### config.mk
export PLATFORM = sky130hd
export DESIGN_NAME = hazard_ctrl_unit
export DESIGN_NICKNAME = d
export VERILOG_FILES = /design/src/rtl/hazard_pkg.sv /design/src/rtl/hazard_ctrl_unit_sat_counter.sv /design/src/rtl/hazard_ctrl_unit.sv
export SDC_FILE = /design/constraint.sdc
export NUM_CORES = 1
export LEC_CHECK = 0
export ABC_AREA = 1
export BUFFER_PORTS_ARGS = -buffer_cell sky130_fd_sc_hd__buf_2
export CORE_ASPECT_RATIO = 2
export CORE_MARGIN = 1.5
export CORE_UTILIZATION = 50
export DETAILED_ROUTE_END_ITERATION = 10
export PLACE_DENSITY = 0.76
export SLEW_MARGIN = 25
export SYNTH_ARGS = -nofsm -noshare
export SYNTH_HDL_FRONTEND = slang
export SYNTH_SLANG_ARGS = --single-unit
### constraint.sdc
create_clock -name clk -period 4.2 [get_ports clk]
set_input_delay 0 -clock clk [delete_from_list [all_inputs] [get_ports clk]]
set_output_delay 0 -clock clk [all_outputs]
set_load 0.1 [all_outputs]
### src/rtl/hazard_pkg.sv
// Shared types and constants for the pipeline hazard controller.
// Holds the controller state encoding and the hard-wired zero register index.
package hazard_pkg;

  typedef enum logic [1:0] {
    IDLE      = 2'd0,
    LOAD_WAIT = 2'd1,
    FLUSHING  = 2'd2
  } hz_state_e;

  localparam int REG_ZERO = 0;

  function automatic int max2(input int a, input int b);
    return (a > b) ? a : b;
  endfunction

endpackage

### src/rtl/hazard_ctrl_unit_sat_counter.sv
// Saturating up-counter used for the stall and flush event statistics.
// Holds at all-ones instead of wrapping so long runs never read back as small counts.
module sat_counter #(
  parameter int W = 16
) (
  input  logic         clk,
  input  logic         reset,
  input  logic         inc,
  output logic [W-1:0] q
);

  logic [W-1:0] q_reg;
  logic [W-1:0] q_next;

  always_comb begin
    q_next = q_reg;
    if (inc && (q_reg != {W{1'b1}})) begin
      q_next = q_reg + W'(1);
    end
  end

  always_ff @(posedge clk) begin
    if (reset) begin
      q_reg <= '0;
    end else begin
      q_reg <= q_next;
    end
  end

  assign q = q_reg;

endmodule

### src/rtl/hazard_ctrl_unit.sv
// Stateful load-use / control-transfer hazard controller for the 5-stage pipeline.
// Multi-cycle load stalls and flush windows, memory-busy freeze, event counters.
module hazard_ctrl_unit
  import hazard_pkg::*;
#(
  parameter int REG_AW      = 5,
  parameter int LOAD_LAT    = 1,
  parameter int FLUSH_SLOTS = 1,
  parameter int CNT_W       = 16,
  parameter int ZERO_EXEMPT = 1
) (
  input  logic              clk,
  input  logic              reset,
  input  logic              idex_mem_read,
  input  logic [REG_AW-1:0] idex_rt,
  input  logic [REG_AW-1:0] ifid_rs,
  input  logic [REG_AW-1:0] ifid_rt,
  input  logic              ifid_uses_rt,
  input  logic              jump,
  input  logic              jal,
  input  logic              jr,
  input  logic              branch_taken,
  input  logic              mem_busy,
  output logic              pc_write,
  output logic              ifid_write,
  output logic              stall_sel,
  output logic              flush,
  output logic              freeze,
  output logic [CNT_W-1:0]  stall_cnt,
  output logic [CNT_W-1:0]  flush_cnt
);

  localparam int CW = $clog2(max2(LOAD_LAT, FLUSH_SLOTS) + 1);
  localparam logic [CW-1:0] LOAD_INIT  = CW'(LOAD_LAT - 1);
  localparam logic [CW-1:0] FLUSH_INIT = CW'(FLUSH_SLOTS - 1);
  localparam logic [CW-1:0] CNT_ONE    = CW'(1);

  hz_state_e   state_reg, state_next;
  logic [CW-1:0] cnt_reg, cnt_next;

  logic hazard;
  logic xfer;
  logic zero_dest;

  // A load into the hard-wired zero register produces no usable value to wait for.
  assign zero_dest = (ZERO_EXEMPT != 0) && (idex_rt == REG_AW'(REG_ZERO));
  assign hazard    = idex_mem_read && !zero_dest &&
                     ((idex_rt == ifid_rs) || (ifid_uses_rt && (idex_rt == ifid_rt)));
  assign xfer      = jump || jal || jr || branch_taken;

  always_comb begin
    state_next = state_reg;
    cnt_next   = cnt_reg;
    pc_write   = 1'b1;
    ifid_write = 1'b1;
    stall_sel  = 1'b0;
    flush      = 1'b0;
    freeze     = 1'b0;

    if (reset) begin
      state_next = IDLE;
      cnt_next   = '0;
    end else if (mem_busy) begin
      // Everything holds, including the sequence position, so the stall/flush resumes intact.
      freeze     = 1'b1;
      pc_write   = 1'b0;
      ifid_write = 1'b0;
    end else begin
      unique case (state_reg)
        IDLE: begin
          if (hazard) begin
            pc_write   = 1'b0;
            ifid_write = 1'b0;
            stall_sel  = 1'b1;
            if (LOAD_LAT > 1) begin
              state_next = LOAD_WAIT;
              cnt_next   = LOAD_INIT;
            end
          end else if (xfer) begin
            flush = 1'b1;
            if (FLUSH_SLOTS > 1) begin
              state_next = FLUSHING;
              cnt_next   = FLUSH_INIT;
            end
          end
        end
        LOAD_WAIT: begin
          pc_write   = 1'b0;
          ifid_write = 1'b0;
          stall_sel  = 1'b1;
          cnt_next   = cnt_reg - CNT_ONE;
          if (cnt_reg == CNT_ONE) begin
            state_next = IDLE;
          end
        end
        FLUSHING: begin
          flush    = 1'b1;
          cnt_next = cnt_reg - CNT_ONE;
          if (cnt_reg == CNT_ONE) begin
            state_next = IDLE;
          end
        end
        default: begin
          state_next = IDLE;
          cnt_next   = '0;
        end
      endcase
    end
  end

  always_ff @(posedge clk) begin
    if (reset) begin
      state_reg <= IDLE;
      cnt_reg   <= '0;
    end else begin
      state_reg <= state_next;
      cnt_reg   <= cnt_next;
    end
  end

  sat_counter #(.W(CNT_W)) u_stall_cnt (
    .clk   (clk),
    .reset (reset),
    .inc   (stall_sel),
    .q     (stall_cnt)
  );

  sat_counter #(.W(CNT_W)) u_flush_cnt (
    .clk   (clk),
    .reset (reset),
    .inc   (flush),
    .q     (flush_cnt)
  );

endmodule

## Word-level counts from Yosys, hierarchy flattened

Cells that the tools add are included.

- Register bits: 35
- Bits of input ports: 24
- Output and inout bits: 37
- Logic and storage cells: 49

- Add/subtract/negate cells: 3
- Equality and inequality tests: 7
- Multiplexer cells: 18
- Bitwise logic cells: 2
- Reductions and logical operators: 15

Operators by type and width:

| cell | count |
|---|---|
| adder 16 x 1 -> 16 bit (second input constant) | 2 |
| != test 16 bit (second input constant) | 2 |
| 2-to-1 mux 1 bit | 12 |
| == test 5 bit | 2 |
| one-hot mux 1 bit (2 select lines) | 4 |
| logical AND 1 bit | 5 |
| zero test 5 bit | 1 |
| logical OR 1 bit | 4 |
| one-hot mux 2 bit (2 select lines) | 1 |
| AND reduction 3 bit | 1 |
| == test 2 x 1 -> 1 bit (second input constant) | 1 |
| == test 2 bit (second input constant) | 1 |
| zero test 2 bit | 1 |
| 2-to-1 mux 2 bit | 1 |
| != test 2 x 1 -> 1 bit (second input constant) | 1 |
| NOT 1 bit | 2 |
| AND reduction 2 bit | 1 |
| OR reduction 2 bit | 1 |
| zero test 1 bit | 1 |
| subtractor 1 bit (second input constant) | 1 |

## Longest topological paths before layout

- Depth after elaboration: 9
- Mapped depth: 11
- Mapped depth without buffers: 11

## Hierarchy

From an unflattened synthesis, not the netlist that was laid out.

- Cell total of the unflattened synthesis: 364
- Area, all modules: 2,127.0 sq um

By module, submodules not included:

| module | times used | cells an instance | area each (sq um) | seq. area each (sq um) |
|---|---|---|---|---|
| sat_counter | 2 | 149 | 929.6 | 320.3 |
| hazard_ctrl_unit | 1 | 66 | 267.8 | 0.0 |

## Least setup slack after synthesis

Ideal clock, no wire load.

- Kind: in2out
- From: input port reset
- To: output port pc_write
- Arrival time: 3.032 ns
- Required time: 4.200 ns
- Path slack: 1.168 ns
- Stages: 4
- Buffers on the path: 2
- Path through: buf_2 -> nor2_1 -> a31oi_1 -> buf_4

- Longest elaborated chain between the ends: 1

Ends and longest elaborated chain:

| item | line | source |
|---|---|---|
| start, declared | hazard_ctrl_unit.sv:13 | `input logic reset,` |
| 2-to-1 mux 1 bit | n/a |  |
| end, declared | hazard_ctrl_unit.sv:24 | `output logic pc_write,` |

No other way between the ends.

## Worst setup path in the final report

- From: register u_flush_cnt.q_reg[1] (netlist: u_flush_cnt.q[1])
- To: register u_flush_cnt.q_reg[1] (netlist: u_flush_cnt.q[1])

- Longest elaborated chain between the ends: 2

Ends and longest elaborated chain:

| item | line | source |
|---|---|---|
| start, declared | hazard_ctrl_unit_sat_counter.sv:12 | `logic [W-1:0] q_reg;` |
| start signal, assigned | hazard_ctrl_unit_sat_counter.sv:26 | `q_reg <= q_next;` |
| branches (longest 2 deep; another with adder 16 x 1 -> 16 bit) | n/a |  |

Parallel ways; which one is timed is not known.
A chain may end at the register's enable or synchronous reset.

==> results.sh <==
export IMPL_synth_seq_cells=32
export IMPL_fmax_ghz=0.513
export IMPL_dp_hpwl_mm=4.54
export IMPL_end_kind="register"
export IMPL_hold_viol_final=0
export IMPL_rr_worst_depth=8
export IMPL_worstSetupPathType="register to register"
export IMPL_postCtsHoldBufs=0
export IMPL_report_final_slew_viol_count=0
export IMPL_tightest_slew_ps=662
export IMPL_area_growth_pct=16.1
export IMPL_combinationalPowerShare=0.146
export IMPL_slew_headroom=0.559
export IMPL_routedWlPerCell_microns=12.9
export IMPL_startpoint="u_flush_cnt.q[1]"
export IMPL_p_seq_frac=0.474
export IMPL_setup_viol=0
export IMPL_setup_ws_ps=2250
export IMPL_maxCapViolations=0
export IMPL_place_ws_ps=2310
export IMPL_drive_gt1_frac=0.275
export IMPL_synth_warnings=0
export IMPL_r2r_slack_ps=2250
export IMPL_register_area_sq_um=641
export IMPL_final_cell_mix="102 x nand2_1, 60 x buf_2, 37 x nor2_1"
export IMPL_postCtsSetupRepairBufs=0
export IMPL_rsz0062_at_grt="false"
export IMPL_antenna_found_initial=0
export IMPL_intPower_mw=0.462
export IMPL_hold_start="mem_busy"
export IMPL_drc=0
export IMPL_core_area_sq_um=4380
export IMPL_num_fill_cells=435
export IMPL_netlist_instances=349
export IMPL_drt_iter0_drc=64
export IMPL_viasPerCell=5.17
export IMPL_grt_max_degree=29
export IMPL_fp_row_count=34
export IMPL_die_w_microns=51.1
export IMPL_first_pass_iters=4
export IMPL_clock_sinks=32
export IMPL_clk_latency_ps=290
export IMPL_clock_skew_ps=8.42
export IMPL_outcome="finished clean"
export IMPL_cp_max_fo=13
export IMPL_netSwitchingFraction=0.287
export IMPL_initial_core_util=0.527
export IMPL_power_per_cell_area_nw_per_um2=241
export IMPL_r2r_start="u_flush_cnt.q[1]"
export IMPL_seq_area_frac_synth=0.277
export IMPL_worstReg2RegEnd="u_flush_cnt.q[1]"
export IMPL_overflow=0
export IMPL_min_period_ps=1950
export IMPL_ys_types=33
export IMPL_layout_commonest_cell="nand2_1"
export IMPL_avgSynthCellArea_sq_um=6.62
export IMPL_post_cts_resize_count=0
export IMPL_hp_class="input pin to register"
export IMPL_crit_path_start_kind="register"
export IMPL_cp_endpoint="u_flush_cnt.q[1]"
export IMPL_worstPathArrival_ps=2120
export IMPL_grtUsageTotal=0.252
export IMPL_cts_buffer_depth=2
export IMPL_post_route_util=0.612
export IMPL_numPortBuffers=60
export IMPL_grt_pass1_wl_mm=9.90
export IMPL_dr_total_vias=2382
export IMPL_drt_total_wl_mm=5.94
export IMPL_ant_nets=0
export IMPL_synth_nets=375
export IMPL_tritoncts="yes"
export IMPL_io_pins=61
export IMPL_place_gp_congestion=0.805
export IMPL_netlist_area_sq_um=2310
export IMPL_leakagePower_nw=1.20
export IMPL_cts_htree_levels=2
export IMPL_clock_root_buffer="clkbuf_8"
export IMPL_required_ps=4370
export IMPL_netSwitchingPower_mw=0.186
export IMPL_nets=432
export IMPL_finalSetupTns_ps=0
export IMPL_vdd_ir_drop_max_v=0.000230
export IMPL_fp_dieH_microns=99.1
export IMPL_p_clk_frac=0.380
export IMPL_die_area_sq_um=5060
export IMPL_fin_crit_sh=0.464
export IMPL_multiInputGateArea_sq_um=1430
export IMPL_n_antenna_cell=0
export IMPL_clk_pin_slew_ps=60
export IMPL_numCtsBuffers=5
export IMPL_grt_pass1_vias=2251
==> worst max-delay path, cell delays in order, from the launching register on <==
cell and delay, ps:
dfxtp_1 370, ha_1 260, nand3_1 130, nor2_2 210, nand4_2 330, nand3_2 350
nand2_1 90, nand2_1 70, nor2_1 40
==> cell usage after synthesis, drive strengths merged <==
master	number	area, sq um
nand2	115	469
nor2	47	216
inv	40	150
dfxtp	32	641
a21oi	24	158
nand3	22	138
nand4	19	140
xor2	11	96.3
xnor2	9	78.8
buf	8	78.8
nor3	6	40.0
o21ai	5	25.0
and2	2	12.5
clkbuf	2	7.51
ha	2	25.0
nand3b	2	15.0
a21boi	1	7.51
a31oi	1	6.26
nor4	1	6.26
==> power by group through the flow <==
stage	logic [mW]	clock network (mW)	registers (mW)
2_1_floorplan	0.0612	0	0.326
3_3_place_gp	0.0932	0	0.313
3_5_place_dp	0.0950	0	0.314
4_1_cts	0.0951	0.254	0.307
5_1_grt	0.103	0.267	0.307
6_report	0.0948	0.246	0.307
==> how the worst min path moves through the flow <==
stage / end / slack, ps / cells past startpoint
floorplan: u_stall_cnt.q[10] / 280 / 2
global placement: u_stall_cnt.q[6] / 460 / 6
detailed placement: u_stall_cnt.q[6] / 490 / 6
CTS: u_stall_cnt.q[6] / 180 / 6
global route: u_stall_cnt.q[6] / 230 / 6
finish: u_stall_cnt.q[6] / 200 / 6
==> metal layers <==
metal | routed length, microns | up-vias | track usage
met1 | 2160 | 1076 | 0.245
met4 | 220 | 0 | 0.106
li1 | - | 1225 | -
met2 | 3320 | 60 | 0.491
met5 | 0 | - | 0
met3 | 238 | 21 | 0.0450
==> per-stage QoR <==
stage / hold slack, ps / std cells / power [mW] / instance area, sq um
after floorplan: 278 / 349 / 0.387 / 2310
after global placement: 461 / 453 / 0.407 / 2590
after detailed placement: 487 / 453 / 0.409 / 2590
after CTS: 185 / 461 / 0.656 / 2680
after global routing: 226 / 461 / 0.677 / 2680
final: 197 / 461 / 0.647 / 2680
==> final cells by class <==
type,instances,share of cell area
multi-input combinational,267,0.535
sequential,32,0.239
timing repair buffer,60,0.112
inverter,40,0.0560
clock buffer,8,0.0336
tap,54,0.0252
==> kinds of logic (layout without fill, tap and decap cells) <==
logic type / after synthesis / after routing / synth area share
xor gates and xnor gates: 20 / 20 / 0.0758
buffers and inverters: 50 / 108 / 0.102
and+or+nand+nor: 214 / 214 / 0.449
adders and majority gates: 2 / 2 / 0.0108
DFF: 32 / 32 / 0.277
AOI/OAI and AO/OA: 31 / 31 / 0.0850
(Power assumes the default switching activity.)
